$ cat config.mk
export PLATFORM = sky130hd
export DESIGN_NAME = fmul_mant_sched
export DESIGN_NICKNAME = d
export VERILOG_FILES = /design/src/rtl/fmul_mant_sched.sv
export SDC_FILE = /design/constraint.sdc
export NUM_CORES = 1
export LEC_CHECK = 0
export CORE_AREA = 2 2 121 123
export DETAILED_ROUTE_END_ITERATION = 16
export DIE_AREA = 0 0 123 125
export PLACE_DENSITY = 0.74
export REMOVE_ABC_BUFFERS = 1
export SYNTH_ARGS = -nofsm -noshare
export SYNTH_HDL_FRONTEND = slang
export SYNTH_SLANG_ARGS = --single-unit
$ cat constraint.sdc
create_clock -name clk -period 4.19 [get_ports clk]
set_input_delay 0.419 -clock clk [delete_from_list [all_inputs] [get_ports clk]]
set_output_delay 0.419 -clock clk [all_outputs]
set_load 0.01 [all_outputs]
$ cat src/rtl/fmul_mant_sched.sv
`default_nettype none
// ============================================================================
//  Module      : fmul_mant_sched
//  Description : Two-port scheduler for a shared, fixed-latency mantissa
//                multiplier. Round-robin arbitration between the two request
//                ports is combinational. The winning operand pair is
//                registered onto mul_a/mul_b with a one-cycle issue strobe.
//                A LAT-deep tag pipeline follows each issued operation through
//                the multiplier, so every product is routed back to the port
//                that requested it.
//  Revision    : 1.0  initial release
// ----------------------------------------------------------------------------
//  Parameters
//    W    mantissa operand width (product is 2*W)
//    LAT  multiplier latency in cycles, 1..8
//  Ports
//    clk, rst                       clock, asynchronous active-high reset
//    req{0,1}_valid/_a/_b/_ready    request ports (transfer on valid & ready)
//    mul_issue, mul_a, mul_b        registered operands to the multiplier
//    mul_p                          product, valid LAT cycles after mul_issue
//    rsp0_valid, rsp1_valid, rsp_p  registered per-port result strobe, product
//    busy                           an operation is issued or in flight
// ============================================================================
module fmul_mant_sched #(
  parameter int W   = 24,
  parameter int LAT = 3
) (
  input  logic           clk,
  input  logic           rst,
  input  logic           req0_valid,
  input  logic [W-1:0]   req0_a,
  input  logic [W-1:0]   req0_b,
  output logic           req0_ready,
  input  logic           req1_valid,
  input  logic [W-1:0]   req1_a,
  input  logic [W-1:0]   req1_b,
  output logic           req1_ready,
  output logic           mul_issue,
  output logic [W-1:0]   mul_a,
  output logic [W-1:0]   mul_b,
  input  logic [2*W-1:0] mul_p,
  output logic           rsp0_valid,
  output logic           rsp1_valid,
  output logic [2*W-1:0] rsp_p,
  output logic           busy
);

  // last_grant records the port that won the most recent transfer. It resets
  // to 1 so that port 0 wins the first tie after reset.
  logic           last_grant;
  logic           grant0;
  logic           grant1;
  logic           issue_port;

  // Tag pipeline: bit i is the tag i+1 cycles after its issue cycle. The tag
  // leaves stage LAT-1 in exactly the cycle the product is on mul_p.
  logic [LAT-1:0] tag_v;
  logic [LAT-1:0] tag_p;
  logic [LAT-1:0] tag_v_nxt;
  logic [LAT-1:0] tag_p_nxt;

  // --------------------------------------------------------------------------
  // Arbitration. Grants are masked while reset is asserted, so no transfer can
  // be seen by a requester during reset.
  // --------------------------------------------------------------------------
  always_comb begin
    grant0 = 1'b0;
    grant1 = 1'b0;
    if (!rst) begin
      if (req0_valid && (!req1_valid || last_grant)) begin
        grant0 = 1'b1;
      end else if (req1_valid) begin
        grant1 = 1'b1;
      end
    end
  end

  assign req0_ready = grant0;
  assign req1_ready = grant1;

  // --------------------------------------------------------------------------
  // Tag shift. A single-stage pipeline has no lower bits to shift up.
  // --------------------------------------------------------------------------
  generate
    if (LAT == 1) begin : g_tag_single
      assign tag_v_nxt = mul_issue;
      assign tag_p_nxt = issue_port;
    end else begin : g_tag_chain
      assign tag_v_nxt = {tag_v[LAT-2:0], mul_issue};
      assign tag_p_nxt = {tag_p[LAT-2:0], issue_port};
    end
  endgenerate

  // --------------------------------------------------------------------------
  // Issue register, tag pipeline and response register.
  // --------------------------------------------------------------------------
  always_ff @(posedge clk or posedge rst) begin
    if (rst) begin
      last_grant <= 1'b1;
      mul_issue  <= 1'b0;
      mul_a      <= '0;
      mul_b      <= '0;
      issue_port <= 1'b0;
      tag_v      <= '0;
      tag_p      <= '0;
      rsp0_valid <= 1'b0;
      rsp1_valid <= 1'b0;
      rsp_p      <= '0;
    end else begin
      mul_issue <= grant0 | grant1;
      // Operands hold their previous values when nothing is issued.
      if (grant0) begin
        mul_a      <= req0_a;
        mul_b      <= req0_b;
        issue_port <= 1'b0;
        last_grant <= 1'b0;
      end else if (grant1) begin
        mul_a      <= req1_a;
        mul_b      <= req1_b;
        issue_port <= 1'b1;
        last_grant <= 1'b1;
      end

      tag_v <= tag_v_nxt;
      tag_p <= tag_p_nxt;

      // Exiting tag steers the product to its port; rsp_p otherwise holds.
      rsp0_valid <= tag_v[LAT-1] & ~tag_p[LAT-1];
      rsp1_valid <= tag_v[LAT-1] &  tag_p[LAT-1];
      if (tag_v[LAT-1]) begin
        rsp_p <= mul_p;
      end
    end
  end

  assign busy = mul_issue | (|tag_v) | rsp0_valid | rsp1_valid;

endmodule
`default_nettype wire

==> results of run 1 <==
==> synth_stat cells, drive strengths merged <==
master    n
buf      15
nand2     2
and2      1
nor2b     2
dfrtp   106
clkbuf    2
a21oi     1
nor2      1
nor4      1
dfstp     1
nand2b    1
o211ai    1
o21a      2
inv       3
mux2    144
==> sequential cells by signal, summed over array words and instances, names as in the netlist <==
name,cells
issue_port,1
rsp_p,48
rsp0_valid,1
mul_a,24
last_grant,1
tag_v,3
mul_issue,1
mul_b,24
tag_p,3
rsp1_valid,1
==> power by group through the flow <==
stage          Sequential (W)  Clock, W  Combinational (W)
2_1_floorplan         0.00139         0           0.000341
3_3_place_gp          0.00132         0           0.000940
3_5_place_dp          0.00132         0           0.000955
4_1_cts               0.00130   0.00100           0.000960
5_1_grt               0.00132   0.00105            0.00101
6_report              0.00130  0.000976           0.000945
==> per-layer routing <==
metal / track usage [%] / vias up
met1: 18.5 / 1552
met3: 6.34 / 14
met2: 24.6 / 166
met5: 0 / -
met4: 5.48 / 0
li1: - / 1495
==> cell families (layout without fill, tap and decap cells) <==
group	count (synthesis)	in the layout	share of synthesized area, %
mux	144	144	38.6
buf+inv	20	274	3.18
flops	107	107	56.7
compound gates	4	4	0.688
simple gates	8	8	0.900
==> final timing paths <==
check	slack (ps)	end	cells past startpoint	from
max reg2reg	2070	mul_b[3]	3	last_grant
min reg2reg	360	tag_p[2]	0	tag_p[1]
min	360	tag_p[2]	0	tag_p[1]
max in group asynchronous	2260	tag_v[2]	4	rst
min in group asynchronous	760	mul_a[19]	3	rst
max	1610	req0_ready	5	req1_valid
==> worst reg2reg max path, cell delays in order (launching register included) <==
cell,delay (ps)
dfstp_2,400
o211ai_4,590
buf_4,590
mux2_2,430
==> per-stage QoR <==
stage | total power (W) | cell area (um^2)
after global routing | 0.00339 | 7730
after floorplan | 0.00173 | 4590
final | 0.00322 | 7730
after CTS | 0.00327 | 7730
after global placement | 0.00226 | 7380
after detailed placement | 0.00227 | 7380
==> area by class of cell <==
type | instances | area [um^2] | share of cell area, %
clock buffer | 10 | 239 | 3.09
clock inverter | 6 | 111 | 1.44
inverter | 3 | 13.8 | 0.178
multi-input combinational | 156 | 1920 | 24.8
sequential | 107 | 2680 | 34.7
tap | 184 | 230 | 2.98
timing repair buffer | 255 | 2540 | 32.8
==> flow_summary_export.csv, run 1 <==
group,metric,value,unit
setup_path,path_max_fanout,17,
synthesis,synth_cells,283,
route,wl_met3,1.33,mm
route,first_iter_violations,134,
power,clkPwrFrac,30.3,%
synthesis,ys_top_cells_by_area,"dfrtp_1 56%, mux2_2 21%, mux2_4 17%, buf_6 1.2%, buf_4 0.64%",
floorplanning,coreArea,0.0142,mm^2
layout,fill_cells,1187,
global_route,antenna_found_initial,0,
global_route,grt_pass1_wl,18.4,mm
sta,slew_violations,0,
clocking,clock_latency,340,ps
layout,fin_util,54.4,%
sta,min_period_over_period,61.7,%
route,wl_met2,5.55,mm
layout,area_growth,63.4,%
route,drc_errors,0,
power,peakVddDrop,0.237,mV
setup_path,worstSetupPathType,"input pin to output pin",
power,p_sw,0.000768,W
setup_path,cp_cell_sequence,"clkdlybuf4s50_1 -> inv_1 -> o211ai_4 -> inv_1 -> clkdlybuf4s50_1",
clocking,ctsHoldBuffers,0,
setup_path,arrival,2170,ps
setup_path,crit_family,"buffers and inverters",
clocking,postCtsResizedCells,0,
power,leakagePower,3.29,nW
run,cap_violations,0,
global_route,overflow,0,
layout,layout-drive-gt1-share,31.8,%
synthesis,syn_area_per_cell,16.7,um^2
route,dr.pass1.iters,4,
sta,tightest_slew,687,ps
outcome,status,"complete, no violations",
floorplanning,dieArea,0.0154,mm^2
sta,setup-violations-final,0,
clocking,cts_tree,"done",
setup_path,critPathCaptureType,"output pin",
clocking,cts_sinks,107,
layout,fin_cells,721,
place,hpwl,8.71,mm
synthesis,synth-seq-area-share,56.7,%
route,top_layer_used,"met4",
place,port_buffers,249,
synthesis,synth_cell_types,19,
clocking,clk_pin_slew,70,ps
synthesis,yosysTopAreaCell,"dfrtp_1",
route,antenna_left,0,
global_route,grt_pass1_vias,3477,
sta,timing.final.ws_setup,1610,ps
floorplanning,row_count,44,
setup_path,slowest_stage,"o211ai_4",
sta,max_slew_margin,54.0,%
min_path,min_path_type,"register to register",
layout,final_common_cell,"clkdlybuf4s50_1",
floorplanning,die_y,125,um
layout,diodes,0,
sta,fin_tns_setup,0,ps
sta,hold_slack,364,ps
sta,hold_viol,0,
route,wl_met1,4.56,mm
route,routed_wl,11.6,mm
power,p_comb_share,29.4,%
clocking,cts_max_path_buffers,2,
floorplanning,pin_count,250,
place,place.gp.congestion,0.763,
clocking,cts.root.buffer_cell,"clkbuf_16",
global_route,grt_usage,15.4,%
synthesis,synth_top_area_share,56.1,%
layout,final_nets,680,
sta,rsz0062_at_grt,"no",
setup_path,critPathMaxStageDelay,560,ps
place,dp_slack,1420,ps
synthesis,yosys_register_bits,107,
route,via_per_inst,4.48,
power,switching_share,23.8,%
sta,final.setup_skew,7.92,ps
setup_path,startpoint_type,"input pin",
place,placedCellCount,705,
sta,fmax,387,MHz
synthesis,syn-cell-area,0.00473,mm^2
power,power.density,417,mW/mm^2
route,vias,3227,
setup_path,timing.critical_path.buf_inv,4,
clocking,cts-htree-levels,3,
clocking,cts-buffers-inserted,9,
power,pwr-share-seq,40.4,%
route,wl_per_cell,16.1,um
floorplanning,start_util,33.3,%
power,p_int,0.00245,W
setup_path,crit_required,3770,ps
floorplanning,die_w,123,um
clocking,post-cts-setup-buffers,0,
synthesis,yosysWarnings,0,
layout,mostFrequentLayoutCells,"249 x clkdlybuf4s50_1, 105 x dfrtp_1, 90 x mux2_2",
global_route,grt_start_max_net_pins,58,
sta,period_minus_slack,2580,ps
(Power assumes the default switching activity.)
==> run 2, diff against run 1 <==
--- a/config.mk
+++ b/config.mk
@@ -8,7 +8,7 @@
 export CORE_AREA = 2 2 121 123
 export DETAILED_ROUTE_END_ITERATION = 16
 export DIE_AREA = 0 0 123 125
-export PLACE_DENSITY = 0.74
+export PLACE_DENSITY = 0.71
 export REMOVE_ABC_BUFFERS = 1
 export SYNTH_ARGS = -nofsm -noshare
 export SYNTH_HDL_FRONTEND = slang
==> constraint.sdc (replaced) <==
create_clock -name clk -period 2.7 [get_ports clk]
set_input_delay 0.27 -clock clk [delete_from_list [all_inputs] [get_ports clk]]
set_output_delay 0.27 -clock clk [all_outputs]
set_load 0.01 [all_outputs]
==> run 2 against run 1 <==
  * Utilization is 0.14 points lower
  * Flip-flop and latch count is the same
  * Die area unchanged
  * Critical endpoint is now req1_ready
  * Routed wire length increased by 1.3%
  * Via count is 0.15% higher
  * Critical path depth is 1 lower
  * Power increased by 48%
  * Register-to-register slack worse by 800 ps
  * Global-route usage about the same
  * Cell count unchanged
==> flow_summary_export.csv, run 2 (same netlist as run 1, synthesis figures left out) <==
group,metric,value,unit
sta,timing.final.ws_setup,735,ps
setup_path,slowest_stage,"clkdlybuf4s50_1",
global_route,grt_start_max_net_pins,108,
floorplanning,start_util,33.3,%
floorplanning,dieArea,0.0154,mm^2
global_route,grt_pass1_vias,3693,
route,antenna_left,0,
global_route,overflow,0,
sta,final.setup_skew,5.15,ps
sta,slew_violations,0,
clocking,cts_sinks,107,
clocking,ctsHoldBuffers,0,
sta,min_period_over_period,72.8,%
layout,fill_cells,1168,
sta,fmax,509,MHz
power,power.density,619,mW/mm^2
layout,largest_reg_flops,48,
place,dp_slack,615,ps
route,drc_errors,0,
place,place.gp.congestion,0.713,
global_route,antenna_found_initial,0,
power,switching_share,26.0,%
power,leakagePower,3.28,nW
layout,area_growth,63.0,%
sta,hold_slack,348,ps
run,cap_violations,0,
layout,final_common_cell,"clkdlybuf4s50_1",
clocking,cts_tree,"done",
setup_path,reg2reg_depth,3,
sta,tightest_slew,613,ps
floorplanning,row_count,44,
sta,rsz0062_at_grt,"no",
route,routed_wl,11.8,mm
layout,diodes,0,
global_route,grt_pass1_wl,18.4,mm
clocking,cts-buffers-inserted,9,
clocking,clock_latency,340,ps
power,p_comb_share,30.9,%
sta,period_minus_slack,1970,ps
layout,regArea,0.00268,mm^2
power,peakVddDrop,0.394,mV
setup_path,worstSetupPathType,"input pin to output pin",
route,vias,3232,
power,p_sw,0.00124,W
clocking,cts_max_path_buffers,2,
clocking,postCtsResizedCells,0,
setup_path,cp-startpoint,"rst",
global_route,grt_usage,15.4,%
sta,max_slew_margin,59.1,%
sta,setup-violations-final,0,
setup_path,crit_required,2430,ps
setup_path,rr_endpoint,"mul_a[7]",
setup_path,arrival,1700,ps
power,p_int,0.00353,W
clocking,cts-htree-levels,3,
layout,largestRegisters,"rsp_p x48, mul_a x24, mul_b x24",
floorplanning,pin_count,250,
setup_path,path_depth,4,
place,port_buffers,249,
setup_path,critPathMaxStageDelay,560,ps
outcome,status,"complete, no violations",
route,first_iter_violations,77,
clocking,post-cts-setup-buffers,0,
setup_path,startpoint_type,"input pin",
setup_path,cp_cell_sequence,"clkdlybuf4s50_1 -> nand2b_1 -> a21oi_1 -> clkdlybuf4s50_1",
route,wl_per_cell,16.3,um
setup_path,critPathCaptureType,"output pin",
layout,final_nets,680,
floorplanning,die_y,125,um
route,via_per_inst,4.48,
setup_path,ff2ff_setup_slack,1270,ps
floorplanning,die_w,123,um
setup_path,timing.critical_path.buf_inv,2,
min_path,min_path_type,"register to register",
setup_path,cpMostUsedCell,"clkdlybuf4s50_1",
clocking,cts.root.buffer_cell,"clkbuf_16",
setup_path,path_max_fanout,3,
route,dr.pass1.iters,4,
layout,top_register,"rsp_p",
clocking,clk_pin_slew,80,ps
sta,hold_viol,0,
layout,mostFrequentLayoutCells,"249 x clkdlybuf4s50_1, 105 x dfrtp_1, 90 x mux2_2",
floorplanning,coreArea,0.0142,mm^2
layout,multiInputGateArea,0.00192,mm^2
place,hpwl,8.69,mm
power,clkPwrFrac,26.9,%
layout,layout-drive-gt1-share,31.8,%
setup_path,crit_end,"req1_ready",
setup_path,crit_family,"buffers and inverters",
setup_path,r2r-start,"last_grant",
power,pwr-share-seq,42.2,%
[run 2: changes by cell type in the layout (fill, tap and decap cells not counted)]
cell,delta
inv_6,+2
buf_4,-3
buf_12,+3
clkinvlp_4,-1
inv_8,+1
clkinv_8,+1
clkbuf_8,-1
bufinv_16,-3
clkinv_4,+1
[run 2: worst min-delay path by stage]
stage	startpoint	endpoint	slack, ps	depth (start not counted)
6_report	tag_p[0]	tag_p[1]	350	0
3_3_place_gp	tag_p[1]	tag_p[2]	340	0
4_1_cts	tag_p[0]	tag_p[1]	350	0
2_1_floorplan	tag_p[0]	tag_p[1]	330	0
3_5_place_dp	tag_p[0]	tag_p[1]	340	0
5_1_grt	tag_p[0]	tag_p[1]	360	0
[run 2: area by class of cell]
cell class                 count  area share (%)
inverter                       3           0.179
timing repair buffer         255            33.4
clock inverter                 7           0.877
multi-input combinational    156            24.9
sequential                   107            34.8
tap                          184            2.99
clock buffer                   9            2.92
[run 2: power by group through the flow]
stage	sequential [W]	combinational (W)	clock (W)
2_1_floorplan	0.00216	0.000528	0
3_3_place_gp	0.00203	0.00147	0
3_5_place_dp	0.00204	0.00149	0
4_1_cts	0.00202	0.00150	0.00134
5_1_grt	0.00205	0.00157	0.00140
6_report	0.00201	0.00148	0.00128
[run 2: stage by stage]
step / cells / TNS [ps] / instance area [um^2] / util, % / total power, W
after floorplan: 266 / -179730 / 4590 / - / 0.00269
after global placement: 705 / 0 / 7410 / 52.2 / 0.00350
after detailed placement: 705 / 0 / 7410 / 52.2 / 0.00354
after CTS: 721 / 0 / 7710 / 54.3 / 0.00486
after global routing: 721 / 0 / 7710 / 54.3 / 0.00502
final: 721 / 0 / 7710 / 54.3 / 0.00477
[run 2: routing by layer]
layer | GRT usage [%] | wire length (um) | up-vias
met3 | 6.11 | 1340 | 9
li1 | - | - | 1498
met5 | 0 | 0 | -
met4 | 5.21 | 163 | 0
met2 | 26.1 | 5690 | 165
met1 | 17.7 | 4590 | 1560
==> run 3, diff against run 2 <==
==> constraint.sdc (replaced) <==
create_clock -name clk -period 2 [get_ports clk]
set_input_delay 0.2 -clock clk [delete_from_list [all_inputs] [get_ports clk]]
set_output_delay 0.2 -clock clk [all_outputs]
set_load 0.01 [all_outputs]
==> run 3 against run 2 <==
  * Sequential power is 35% higher
  * Die area stayed put
  * Power is 36% higher
  * Hold slack better by 2.7 ps
  * Clock power is 37% higher
  * Critical endpoint unchanged
  * Largest cell class unchanged
==> flow_summary_export.csv, run 3 (same netlist as run 1, synthesis figures left out) <==
group,metric,value,unit
floorplanning,dieArea,0.0154,mm^2
layout,layout-drive-gt1-share,32.2,%
setup_path,startpoint_type,"input pin",
layout,fin_cells,724,
setup_path,crit_required,1800,ps
route,dr.pass1.iters,4,
clocking,clock_latency,340,ps
floorplanning,pin_count,250,
route,vias,3255,
clocking,cts.root.buffer_cell,"clkbuf_16",
setup_path,critPathCaptureType,"output pin",
sta,tightest_slew,612,ps
power,leakagePower,3.30,nW
layout,area_growth,64.0,%
global_route,grt_pass1_vias,3617,
setup_path,worstSetupPathType,"input pin to output pin",
power,power.density,834,mW/mm^2
global_route,grt_pass1_wl,18.5,mm
sta,setup-violations-final,0,
clocking,cts-htree-levels,3,
layout,final_nets,683,
clocking,cts_sinks,107,
global_route,grt_start_max_net_pins,108,
sta,final.setup_skew,6.04,ps
global_route,antenna_found_initial,0,
place,hpwl,8.92,mm
setup_path,r2r-start,"last_grant",
setup_path,arrival,1680,ps
sta,period_minus_slack,1880,ps
clocking,post-cts-setup-buffers,0,
run,cap_violations,0,
clocking,cts_tree,"done",
floorplanning,die_w,123,um
sta,rsz0062_at_grt,"no",
layout,mostFrequentLayoutCells,"249 x clkdlybuf4s50_1, 105 x dfrtp_1, 90 x mux2_2",
power,peakVddDrop,0.393,mV
layout,fill_cells,1170,
sta,min_period_over_period,93.9,%
clocking,ctsHoldBuffers,0,
floorplanning,start_util,33.3,%
global_route,grt_usage,15.5,%
setup_path,reg2reg_depth,3,
min_path,min_path_type,"register to register",
route,wl_per_cell,16.1,um
route,via_per_inst,4.50,
sta,max_slew_margin,59.2,%
sta,hold_slack,351,ps
layout,fin_util,54.6,%
floorplanning,row_count,44,
setup_path,ff2ff_setup_slack,550,ps
place,place.gp.congestion,0.711,
clocking,clk_pin_slew,70,ps
sta,hold_viol,0,
route,drc_errors,0,
setup_path,rr_endpoint,"mul_b[7]",
sta,fmax,533,MHz
floorplanning,coreArea,0.0142,mm^2
global_route,overflow,0,
layout,largest_reg_flops,48,
route,first_iter_violations,78,
floorplanning,die_y,125,um
setup_path,cp-startpoint,"rst",
place,port_buffers,249,
setup_path,path_max_fanout,3,
clocking,postCtsResizedCells,0,
sta,slew_violations,0,
clocking,cts_max_path_buffers,2,
sta,fin_tns_setup,0,ps
layout,largestRegisters,"rsp_p x48, mul_a x24, mul_b x24",
layout,final_common_cell,"clkdlybuf4s50_1",
setup_path,crit_end,"req1_ready",
outcome,status,"complete, no violations",
route,antenna_left,0,
route,routed_wl,11.7,mm
layout,top_register,"rsp_p",
clocking,cts-buffers-inserted,9,
layout,diodes,0,
place,placedCellCount,708,
-- run 3: changes by cell type in the layout (fill, tap and decap cells not counted) --
cell / previous run / this run
clkinv_8: 1 / 0
clkinv_2: 1 / 0
clkinv_4: 1 / 2
clkinvlp_4: 0 / 1
buf_12: 3 / 5
inv_8: 1 / 3
buf_4: 3 / 4
inv_6: 3 / 1
-- run 3: layout make-up --
cell class / count / area [um^2] / share of cell area, %
Clock buffer: 9 / 225 / 2.90
Clock inverter: 7 / 67.6 / 0.871
Inverter: 3 / 13.8 / 0.177
Multi-Input combinational cell: 156 / 1920 / 24.7
Sequential cell: 107 / 2680 / 34.6
Tap cell: 184 / 230 / 2.97
Timing Repair Buffer: 258 / 2620 / 33.8
-- run 3: per-stage QoR --
stage | setup WS [ps] | power [W] | cell area, um^2
finish | 122 | 0.00647 | 7750
global route | 78.8 | 0.00682 | 7750
CTS | 98.2 | 0.00658 | 7750
detailed placement | 43.2 | 0.00479 | 7460
global placement | 99.9 | 0.00474 | 7460
floorplan | -3250 | 0.00363 | 4590
-- run 3: how the worst min path moves through the flow --
stage | start | to | slack (ps) | depth (start not counted)
after global routing | tag_p[1] | tag_p[2] | 360 | 0
after detailed placement | tag_p[0] | tag_p[1] | 340 | 0
after global placement | tag_p[0] | tag_p[1] | 330 | 0
after floorplan | tag_p[0] | tag_p[1] | 330 | 0
after CTS | tag_p[0] | tag_p[1] | 350 | 0
final | tag_p[0] | tag_p[1] | 350 | 0
-- run 3: where the power goes --
group	internal (W)	switching [W]
Clock	0.000881	0.000868
Combinational	0.00137	0.000629
Sequential	0.00252	0.000194
Total	0.00478	0.00169
-- run 3: metal layers --
metal	vias to the layer above	routed length (um)	global-route usage, %
met5	-	0	0
met4	0	207	5.95
met3	12	1410	6.52
met2	169	5600	26.0
met1	1562	4470	17.5
li1	1512	-	-
-- run 3: worst max-delay path: stages --
cell	delay, ps
clkdlybuf4s50_1	510
nand2b_1	250
a21oi_1	150
clkdlybuf4s50_1	560
